--- src/rtl/uart_packet_sender.sv ---
// uart_packet_sender
// Sends a framed packet over an 8N1 UART line: HEADER, payload bytes taken
// from a 256x8 buffer, then TRAILER. A payload byte of 8'hFF goes out as 8'hFE
// so that it cannot be mistaken for the trailer. The substitution is recorded
// in the internal sticky flag ff_sub_q.
// Optional feature: define UART_PACKET_SENDER_ACK_WAIT_EN to build an 8N1
// receiver on rx. After the trailer the block then waits for one
// acknowledge byte from the peer, or for a timeout.
module uart_packet_sender #(
  parameter int          CLK_FREQ    = 50_000_000,
  parameter int          BAUD_RATE   = 115200,
  parameter logic [7:0]  HEADER      = 8'hFE,
  parameter logic [7:0]  TRAILER     = 8'hFF,
  parameter logic [7:0]  ACK_BYTE    = 8'hAA,
  parameter int          ACK_TIMEOUT = 50_000
) (
  input  logic       clk_50m,
  input  logic       rst_n,
  input  logic       wr_en,
  input  logic [7:0] wr_addr,
  input  logic [7:0] wr_data,
  input  logic [7:0] pkt_len,
  input  logic       start,
  input  logic       rx,
  output logic       tx,
  output logic       busy,
  output logic       done,
  output logic       ack_ok,
  output logic       ack_err
);

  localparam int         BIT_PERIOD = CLK_FREQ / BAUD_RATE;
  localparam logic [8:0] BIT_LAST   = 9'(BIT_PERIOD - 1);

  typedef enum logic [2:0] {
    IDLE      = 3'd0,
    SEND_HDR  = 3'd1,
    SEND_DATA = 3'd2,
    SEND_TRL  = 3'd3,
    WAIT_ACK  = 3'd4,
    FINISH    = 3'd5
  } state_t;

  // A payload 8'hFF would look like the trailer, so it is sent as 8'hFE.
  function automatic logic [7:0] sub_ff(input logic [7:0] b);
    return (b == 8'hFF) ? 8'hFE : b;
  endfunction

  state_t      state_q, state_d;
  logic [7:0]  idx_q, idx_d;
  logic [7:0]  len_q, len_d;
  logic        load_pend_q, load_pend_d;
  logic        ff_sub_q, ff_sub_d;
  logic        ack_ok_q, ack_ok_d;
  logic        ack_err_q, ack_err_d;
  logic        busy_q, done_q;

  // Serializer state: sh_q[0] is the bit currently on the line (one cycle before tx_q).
  logic [9:0]  sh_q;
  logic [8:0]  baud_q;
  logic [3:0]  bit_q;
  logic        active_q;
  logic        tx_q;

  logic        load_s;
  logic [7:0]  load_byte_s;
  logic        byte_end_s;
  logic [7:0]  first_raw_s;
  logic [7:0]  next_raw_s;
  logic        unused_ok_s;

  logic [7:0]  mem_q [256];

`ifdef UART_PACKET_SENDER_ACK_WAIT_EN
  localparam logic [8:0]  HALF_LAST = 9'(BIT_PERIOD / 2 - 1);
  localparam logic [15:0] ACK_LAST  = 16'(ACK_TIMEOUT - 1);

  typedef enum logic [1:0] {
    R_IDLE  = 2'd0,
    R_START = 2'd1,
    R_DATA  = 2'd2,
    R_STOP  = 2'd3
  } rx_state_t;

  rx_state_t   rx_state_q, rx_state_d;
  logic [8:0]  rx_cnt_q, rx_cnt_d;
  logic [2:0]  rx_bit_q, rx_bit_d;
  logic [7:0]  rx_sh_q, rx_sh_d;
  logic        rx_valid_q, rx_valid_d;
  logic        rx_s1_q, rx_s2_q;
  logic [15:0] ack_cnt_q, ack_cnt_d;
`endif

  assign first_raw_s = mem_q[8'd0];
  assign next_raw_s  = mem_q[idx_q + 8'd1];
  assign byte_end_s  = active_q && (baud_q == BIT_LAST) && (bit_q == 4'd9);

  // Payload buffer: writable only while no frame is in progress, never reset.
  always_ff @(posedge clk_50m) begin
    if (wr_en && !busy_q) begin
      mem_q[wr_addr] <= wr_data;
    end
  end

  // Frame sequencer: next state, byte selection and sticky flags.
  always_comb begin
    state_d     = state_q;
    idx_d       = idx_q;
    len_d       = len_q;
    load_pend_d = 1'b0;
    load_s      = 1'b0;
    load_byte_s = HEADER;
    ff_sub_d    = ff_sub_q;
    ack_ok_d    = ack_ok_q;
    ack_err_d   = ack_err_q;
`ifdef UART_PACKET_SENDER_ACK_WAIT_EN
    ack_cnt_d   = 16'd0;
`endif
    case (state_q)
      IDLE: begin
        if (start) begin
          state_d     = SEND_HDR;
          len_d       = pkt_len;
          idx_d       = 8'd0;
          load_pend_d = 1'b1;
          ff_sub_d    = 1'b0;
          ack_ok_d    = 1'b0;
          ack_err_d   = 1'b0;
        end else begin
          state_d = IDLE;
        end
      end
      SEND_HDR: begin
        if (load_pend_q) begin
          load_s      = 1'b1;
          load_byte_s = HEADER;
        end else if (byte_end_s) begin
          load_s = 1'b1;
          if (len_q == 8'd0) begin
            state_d     = SEND_TRL;
            load_byte_s = TRAILER;
          end else begin
            state_d     = SEND_DATA;
            idx_d       = 8'd0;
            load_byte_s = sub_ff(first_raw_s);
            ff_sub_d    = ff_sub_q | (first_raw_s == 8'hFF);
          end
        end else begin
          state_d = SEND_HDR;
        end
      end
      SEND_DATA: begin
        if (byte_end_s) begin
          load_s = 1'b1;
          if (idx_q == (len_q - 8'd1)) begin
            state_d     = SEND_TRL;
            load_byte_s = TRAILER;
          end else begin
            idx_d       = idx_q + 8'd1;
            load_byte_s = sub_ff(next_raw_s);
            ff_sub_d    = ff_sub_q | (next_raw_s == 8'hFF);
          end
        end else begin
          state_d = SEND_DATA;
        end
      end
      SEND_TRL: begin
        if (byte_end_s) begin
`ifdef UART_PACKET_SENDER_ACK_WAIT_EN
          state_d = WAIT_ACK;
`else
          state_d = FINISH;
`endif
        end else begin
          state_d = SEND_TRL;
        end
      end
      WAIT_ACK: begin
`ifdef UART_PACKET_SENDER_ACK_WAIT_EN
        if (rx_valid_q) begin
          state_d = FINISH;
          if (rx_sh_q == ACK_BYTE) begin
            ack_ok_d = 1'b1;
          end else begin
            ack_err_d = 1'b1;
          end
        end else if (ack_cnt_q == ACK_LAST) begin
          state_d   = FINISH;
          ack_err_d = 1'b1;
        end else begin
          ack_cnt_d = ack_cnt_q + 16'd1;
        end
`else
        state_d = FINISH;
`endif
      end
      FINISH: begin
        state_d = IDLE;
      end
      default: begin
        state_d = IDLE;
      end
    endcase
  end

  // Sequencer registers and registered status outputs.
  always_ff @(posedge clk_50m or negedge rst_n) begin
    if (!rst_n) begin
      state_q     <= IDLE;
      idx_q       <= 8'd0;
      len_q       <= 8'd0;
      load_pend_q <= 1'b0;
      ff_sub_q    <= 1'b0;
      ack_ok_q    <= 1'b0;
      ack_err_q   <= 1'b0;
      busy_q      <= 1'b0;
      done_q      <= 1'b0;
    end else begin
      state_q     <= state_d;
      idx_q       <= idx_d;
      len_q       <= len_d;
      load_pend_q <= load_pend_d;
      ff_sub_q    <= ff_sub_d;
      ack_ok_q    <= ack_ok_d;
      ack_err_q   <= ack_err_d;
      busy_q      <= (state_d != IDLE);
      done_q      <= (state_q == FINISH);
    end
  end

  // Bit serializer: loads a full 10-bit symbol and shifts it out every BIT_PERIOD clocks.
  always_ff @(posedge clk_50m or negedge rst_n) begin
    if (!rst_n) begin
      sh_q     <= 10'h3FF;
      baud_q   <= 9'd0;
      bit_q    <= 4'd0;
      active_q <= 1'b0;
      tx_q     <= 1'b1;
    end else begin
      tx_q <= sh_q[0];
      if (load_s) begin
        sh_q     <= {1'b1, load_byte_s, 1'b0};
        baud_q   <= 9'd0;
        bit_q    <= 4'd0;
        active_q <= 1'b1;
      end else if (byte_end_s) begin
        sh_q     <= 10'h3FF;
        baud_q   <= 9'd0;
        bit_q    <= 4'd0;
        active_q <= 1'b0;
      end else if (active_q) begin
        if (baud_q == BIT_LAST) begin
          baud_q <= 9'd0;
          bit_q  <= bit_q + 4'd1;
          sh_q   <= {1'b1, sh_q[9:1]};
        end else begin
          baud_q <= baud_q + 9'd1;
        end
      end
    end
  end

`ifdef UART_PACKET_SENDER_ACK_WAIT_EN
  // Two-flop synchronizer for the asynchronous rx line.
  always_ff @(posedge clk_50m or negedge rst_n) begin
    if (!rst_n) begin
      rx_s1_q <= 1'b1;
      rx_s2_q <= 1'b1;
    end else begin
      rx_s1_q <= rx;
      rx_s2_q <= rx_s1_q;
    end
  end

  // Receiver: confirm start at mid-bit, sample data mid-bit, require a high stop bit.
  always_comb begin
    rx_state_d = rx_state_q;
    rx_cnt_d   = rx_cnt_q;
    rx_bit_d   = rx_bit_q;
    rx_sh_d    = rx_sh_q;
    rx_valid_d = 1'b0;
    case (rx_state_q)
      R_IDLE: begin
        if (!rx_s2_q) begin
          rx_state_d = R_START;
          rx_cnt_d   = 9'd0;
        end else begin
          rx_state_d = R_IDLE;
        end
      end
      R_START: begin
        if (rx_cnt_q == HALF_LAST) begin
          rx_cnt_d = 9'd0;
          rx_bit_d = 3'd0;
          if (!rx_s2_q) begin
            rx_state_d = R_DATA;
          end else begin
            rx_state_d = R_IDLE;
          end
        end else begin
          rx_cnt_d = rx_cnt_q + 9'd1;
        end
      end
      R_DATA: begin
        if (rx_cnt_q == BIT_LAST) begin
          rx_cnt_d = 9'd0;
          rx_sh_d  = {rx_s2_q, rx_sh_q[7:1]};
          if (rx_bit_q == 3'd7) begin
            rx_state_d = R_STOP;
          end else begin
            rx_bit_d = rx_bit_q + 3'd1;
          end
        end else begin
          rx_cnt_d = rx_cnt_q + 9'd1;
        end
      end
      R_STOP: begin
        if (rx_cnt_q == BIT_LAST) begin
          rx_cnt_d   = 9'd0;
          rx_state_d = R_IDLE;
          rx_valid_d = rx_s2_q;
        end else begin
          rx_cnt_d = rx_cnt_q + 9'd1;
        end
      end
      default: begin
        rx_state_d = R_IDLE;
      end
    endcase
  end

  // Receiver and acknowledge-timeout registers.
  always_ff @(posedge clk_50m or negedge rst_n) begin
    if (!rst_n) begin
      rx_state_q <= R_IDLE;
      rx_cnt_q   <= 9'd0;
      rx_bit_q   <= 3'd0;
      rx_sh_q    <= 8'd0;
      rx_valid_q <= 1'b0;
      ack_cnt_q  <= 16'd0;
    end else begin
      rx_state_q <= rx_state_d;
      rx_cnt_q   <= rx_cnt_d;
      rx_bit_q   <= rx_bit_d;
      rx_sh_q    <= rx_sh_d;
      rx_valid_q <= rx_valid_d;
      ack_cnt_q  <= ack_cnt_d;
    end
  end

  assign unused_ok_s = ff_sub_q;
`else
  assign unused_ok_s = ^{rx, ff_sub_q, ACK_BYTE, 16'(ACK_TIMEOUT)};
`endif

  assign tx      = tx_q;
  assign busy    = busy_q;
  assign done    = done_q;
  assign ack_ok  = ack_ok_q;
  assign ack_err = ack_err_q;

endmodule

--- config.mk ---
export PLATFORM = sky130hd
export DESIGN_NAME = uart_packet_sender
export DESIGN_NICKNAME = d
export VERILOG_FILES = /design/src/rtl/uart_packet_sender.sv
export SDC_FILE = /design/constraint.sdc
export NUM_CORES = 2
export LEC_CHECK = 0
export BUFFER_PORTS_ARGS = -buffer_cell sky130_fd_sc_hd__buf_2
export CORE_MARGIN = 2
export CORE_UTILIZATION = 41
export CTS_BUF_LIST = sky130_fd_sc_hd__clkbuf_4
export DETAILED_ROUTE_END_ITERATION = 6
export SYNTH_ARGS = -nofsm -noshare
export SYNTH_HDL_FRONTEND = slang
export SYNTH_SLANG_ARGS = --single-unit
--- constraint.sdc ---
create_clock -name clk_50m -period 4 [get_ports clk_50m]
set_input_delay 0.6 -clock clk_50m [delete_from_list [all_inputs] [get_ports clk_50m]]
set_output_delay 0.6 -clock clk_50m [all_outputs]
set_load 0.02 [all_outputs]
==> results_tabular.tex <==
\begin{tabular}{lr}
\hline
Metric & Value \\
\hline
\multicolumn{2}{l}{\textbf{Run status}} \\
\quad Run status & complete, but fails checks \\
\quad Failing checks & negative setup slack \\
\multicolumn{2}{l}{\textbf{Detailed routing}} \\
\quad DRT Wirelength & $\sim$220000 microns \\
\quad Drt initial violations & roughly 5000 \\
\quad Remaining routing DRC violations & 0 \\
\quad Vias after detailed routing & 44566 \\
\quad Final routed wire length divided by cell count & approximately 28 microns \\
\quad Antenna Violating Nets Remaining & 0 \\
\quad DR pass1 iterations & 5 \\
\quad Via/cell ratio & 5.66 \\
\multicolumn{2}{l}{\textbf{STA}} \\
\quad Final setup vio count & 1 \\
\quad Setup clock skew after layout & 0.0960 ns \\
\quad Smallest setup slack after layout & -0.0567 ns \\
\quad Worst hold slack & 0.203 ns \\
\quad Count of endpoints failing hold in the final timing report & 0 \\
\quad RSZ-0062 raised after global routing & yes \\
\quad Rel. slew slack & between 20\% and 30\% \\
\quad Transition time at the pin with the least slew margin & 1.16 ns \\
\quad Max-slew violations & 0 \\
\quad Fmax & approximately 250 MHz \\
\quad Fraction of the cycle the final worst path needs & 101\% \\
\quad Min cycle time layout & 4.06 ns \\
\multicolumn{2}{l}{\textbf{Layout}} \\
\quad Share of layout cells above drive strength 1 & about two fifths \\
\quad Final Non-Filler Cells & 7869 \\
\quad Area used by multi-input combinational logic & 18900 sq um \\
\quad Signed area change from the synthesized netlist to the final layout & 17.1\% \\
\quad Final instance area & 96800 sq um \\
\quad Sequential cell area in the final layout & 62700 sq um \\
\quad End-of-flow core utilization & 48.4\% \\
\quad Filler cell count in the final layout & 16607 \\
\quad Net count of the finished layout & 4914 \\
\multicolumn{2}{l}{\textbf{Clock network}} \\
\quad Clock Root Buffer & sky130\_fd\_sc\_hd\_\_clkbuf\_4 \\
\quad Clk buf depth & 4 \\
\quad Maximum level of the CTS H-tree & 6 \\
\quad Total CTS buffers & 553 \\
\quad Reg clk slew, reported paths & about 0.070 ns \\
\quad Latest clock arrival within the worst-skew pair & roughly 1.3 ns \\
\quad CTS tree & built \\
\quad TritonCTS sink count & 2094 \\
\multicolumn{2}{l}{\textbf{Setup path}} \\
\quad Setup crit end kind & register \\
\quad Critical Path AT & 5.25 ns \\
\quad Worst reg-to-reg path cell count & 11 \\
\quad Critical path class & reg2reg \\
\quad Crit path required time & 5.19 ns \\
\quad Nature of the critical path startpoint & register \\
\quad CP Max Fanout & 20 \\
\multicolumn{2}{l}{\textbf{GRT}} \\
\quad Via count of the first global-routing pass & 45002 \\
\quad Aggregate global-route resource usage & about a fifth \\
\quad GRT overflow & 0 \\
\quad First-pass GRT wire length & 315000 microns \\
\quad Antenna violations before repair & 8 \\
\quad Maximum number of pins on one net before global-route repair & between 100 and 150 \\
\multicolumn{2}{l}{\textbf{Min path}} \\
\quad Min-Delay Path Class & in2reg \\
\quad Worst Hold Path Cells & 4 \\
\multicolumn{2}{l}{\textbf{Synthesis}} \\
\quad Warnings, synthesis & 0 \\
\quad Post-synth top area share & 74.4\% \\
\quad Sequential share of the synthesized area & 75.9\% \\
\quad Unique masters post-synth & a little under 80 \\
\quad Synth Instances & 3968 \\
\quad Most used standard cells in the synthesized netlist & sky130\_fd\_sc\_hd\_\_edfxtp\_1 (2048), sky130\_fd\_sc\_hd\_\_mux4\_2 (553), sky130\_fd\_sc\_hd\_\_nor2\_1 (302), sky130\_fd\_sc\_hd\_\_nand2\_1 (215), sky130\_fd\_sc\_hd\_\_mux2i\_1 (95) \\
\quad Cell with the most instances after synthesis & sky130\_fd\_sc\_hd\_\_edfxtp\_1 \\
\quad Cell type contributing the most total cell area after synthesis & sky130\_fd\_sc\_hd\_\_edfxtp\_1 \\
\quad Share of async-settable or async-resettable flops after synthesis & 2.20\% \\
\quad Synthesized flop and latch total & 2094 \\
\quad Avg Synthesized Cell Area & 20.8 sq um \\
\quad Most used flip-flop cell after synthesis & sky130\_fd\_sc\_hd\_\_edfxtp\_1 \\
\quad Post-synth design cell area & 82600 sq um \\
\quad Largest cells by area after synthesis & sky130\_fd\_sc\_hd\_\_edfxtp\_1 (74\%), sky130\_fd\_sc\_hd\_\_mux4\_2 (15\%), sky130\_fd\_sc\_hd\_\_nor2\_1 (1.4\%) \\
\quad Number of flops mapped to enable cells by yosys & 2048 \\
\multicolumn{2}{l}{\textbf{Placed design}} \\
\quad Worst setup timing slack at the placement stage & -0.680 ns \\
\quad Placed Instance Area & roughly 90000 sq um \\
\quad PortBufs & 30 \\
\quad Cell count after placement & 6920 \\
\quad Total half-perimeter wirelength after legalization and detailed placement & 136000 microns \\
\quad Gpl congestion & 0.886 \\
\multicolumn{2}{l}{\textbf{Die}} \\
\quad Total number of placement rows & 164 \\
\quad Chip Width & 453 microns \\
\quad Area of the placeable core & between 200000 and 250000 sq um \\
\quad IO Count & 34 \\
\quad DIE AREA & between 200000 and 250000 sq um \\
\quad Initial core utilization & 41.3\% \\
\quad Overall die height & around 450 microns \\
\multicolumn{2}{l}{\textbf{Pwr}} \\
\quad Worst IR drop on VDD & between 0.0002 and 0.00025 V \\
\quad Areal power density over the cells & 439 nW/um\^{}2 \\
\quad LEAKAGE & 31.3 nW \\
\multicolumn{2}{l}{\textbf{Flow run}} \\
\quad Max-cap check violation count & 0 \\
\hline
\end{tabular}
## through the flow
stage | power (mW) | TNS [ns]
floorplan | 24.7 | 0
global placement | 25.2 | -1.39
detailed placement | 25.2 | -1.32
CTS | 42.9 | 0
global route | 44.1 | -0.0385
finish | 42.5 | -0.0567
## per-layer routing
metal	track usage [%]	up-vias	wire length [microns]
met1	29.7	23398	90600
met5	0	-	7
met4	8.28	2	7220
met2	33.2	2124	105000
met3	4.39	422	18500
li1	-	18620	-
## worst max-delay path, stage by stage, from the launching register on
cell and delay, ns:
sky130_fd_sc_hd__dfrtp_4 0.55, sky130_fd_sc_hd__buf_4 0.22, sky130_fd_sc_hd__buf_12 0.21, sky130_fd_sc_hd__buf_4 0.27, sky130_fd_sc_hd__buf_4 0.23, sky130_fd_sc_hd__mux4_2 0.51
sky130_fd_sc_hd__mux4_2 0.46, sky130_fd_sc_hd__a31oi_1 0.39, sky130_fd_sc_hd__o211ai_1 0.37, sky130_fd_sc_hd__o211ai_1 0.38, sky130_fd_sc_hd__a21boi_0 0.18, sky130_fd_sc_hd__a2bb2oi_1 0.16
## report_power, final
| part | total [mW] | switching (mW) | internal [mW] | leakage (nW) |
|---|---|---|---|---|
| clock network | 17.7 | 8.41 | 9.26 | 3.90 |
| registers | 24.1 | 0.0434 | 24.1 | 19.0 |
| logic | 0.630 | 0.493 | 0.137 | 8.41 |
## repair_timing
item	4_1_cts	5_1_grt
pin swaps	4	5
cloned	0	7
setup buffers	1	2
setup endpoints to repair	4	5
hold buffers	49	0
hold endpoints to repair	865	0
gates resized for setup	17	31
## cell usage in the layout (no fill, tap or decap), types with 13 or more instances in the layout
master	n
sky130_fd_sc_hd__buf_4	446
sky130_fd_sc_hd__nand2_1	215
sky130_fd_sc_hd__mux2i_1	86
sky130_fd_sc_hd__a32oi_1	13
sky130_fd_sc_hd__nor3_1	18
sky130_fd_sc_hd__dfrtp_1	35
sky130_fd_sc_hd__a21oi_1	48
sky130_fd_sc_hd__buf_12	44
sky130_fd_sc_hd__mux2_2	19
sky130_fd_sc_hd__edfxtp_1	2048
sky130_fd_sc_hd__dlygate4sd3_1	48
sky130_fd_sc_hd__clkbuf_4	786
sky130_fd_sc_hd__inv_2	14
sky130_fd_sc_hd__o22ai_1	25
sky130_fd_sc_hd__o21ai_0	48
sky130_fd_sc_hd__mux4_2	553
sky130_fd_sc_hd__nor2_1	295
sky130_fd_sc_hd__nand3_1	48
sky130_fd_sc_hd__nand4_1	26
sky130_fd_sc_hd__clkinv_1	70
sky130_fd_sc_hd__buf_2	22
## worst paths after layout
path / to / start / slack (ns)
worst min-delay path: load_pend_q$_DFF_PN0_ / start / 0.20
worst max-delay path: sh_q[7]$_DFFE_PN1P_ / idx_q[0]$_DFFE_PN0P_ / -0.06
max in group asynchronous: sh_q[4]$_DFFE_PN1P_ / rst_n / 2.98
worst max register to register: sh_q[7]$_DFFE_PN1P_ / idx_q[0]$_DFFE_PN0P_ / -0.06
min in group asynchronous: sh_q[0]$_DFFE_PN1P_ / rst_n / 0.47
worst min register to register: tx$_DFF_PN1_ / sh_q[0]$_DFFE_PN1P_ / 0.44
## area by class of cell
cell class / instances / share of cell area, %
sequential: 2094 / 64.8
clock inverter: 99 / 0.534
tap: 2656 / 3.43
antenna: 5 / 0.0129
timing repair buffer: 587 / 5.56
multi-input combinational: 1630 / 19.6
clock buffer: 786 / 6.10
inverter: 12 / 0.0466
## state kept, by name, summed over array words and instances (netlist names)
register,count
idx_q,8
bit_q,4
tx,1
state_q,3
active_q,1
load_pend_q,1
baud_q,9
sh_q,9
len_q,8
busy,1
mem_q,2048
done,1
## cells by family (layout without fill, tap and decap cells)
family,count (synthesis),in the layout,synth area share [%]
flops,2094,2094,75.9
simple gates,691,691,3.63
mux,667,667,16.5
buf+inv,245,1484,1.65
compound gates,236,236,1.93
xor+xnor,27,27,0.336
fa+ha+maj,7,7,0.106
other cells,1,7,0.00454
Note: power is estimated with default switching activity, not from simulation.
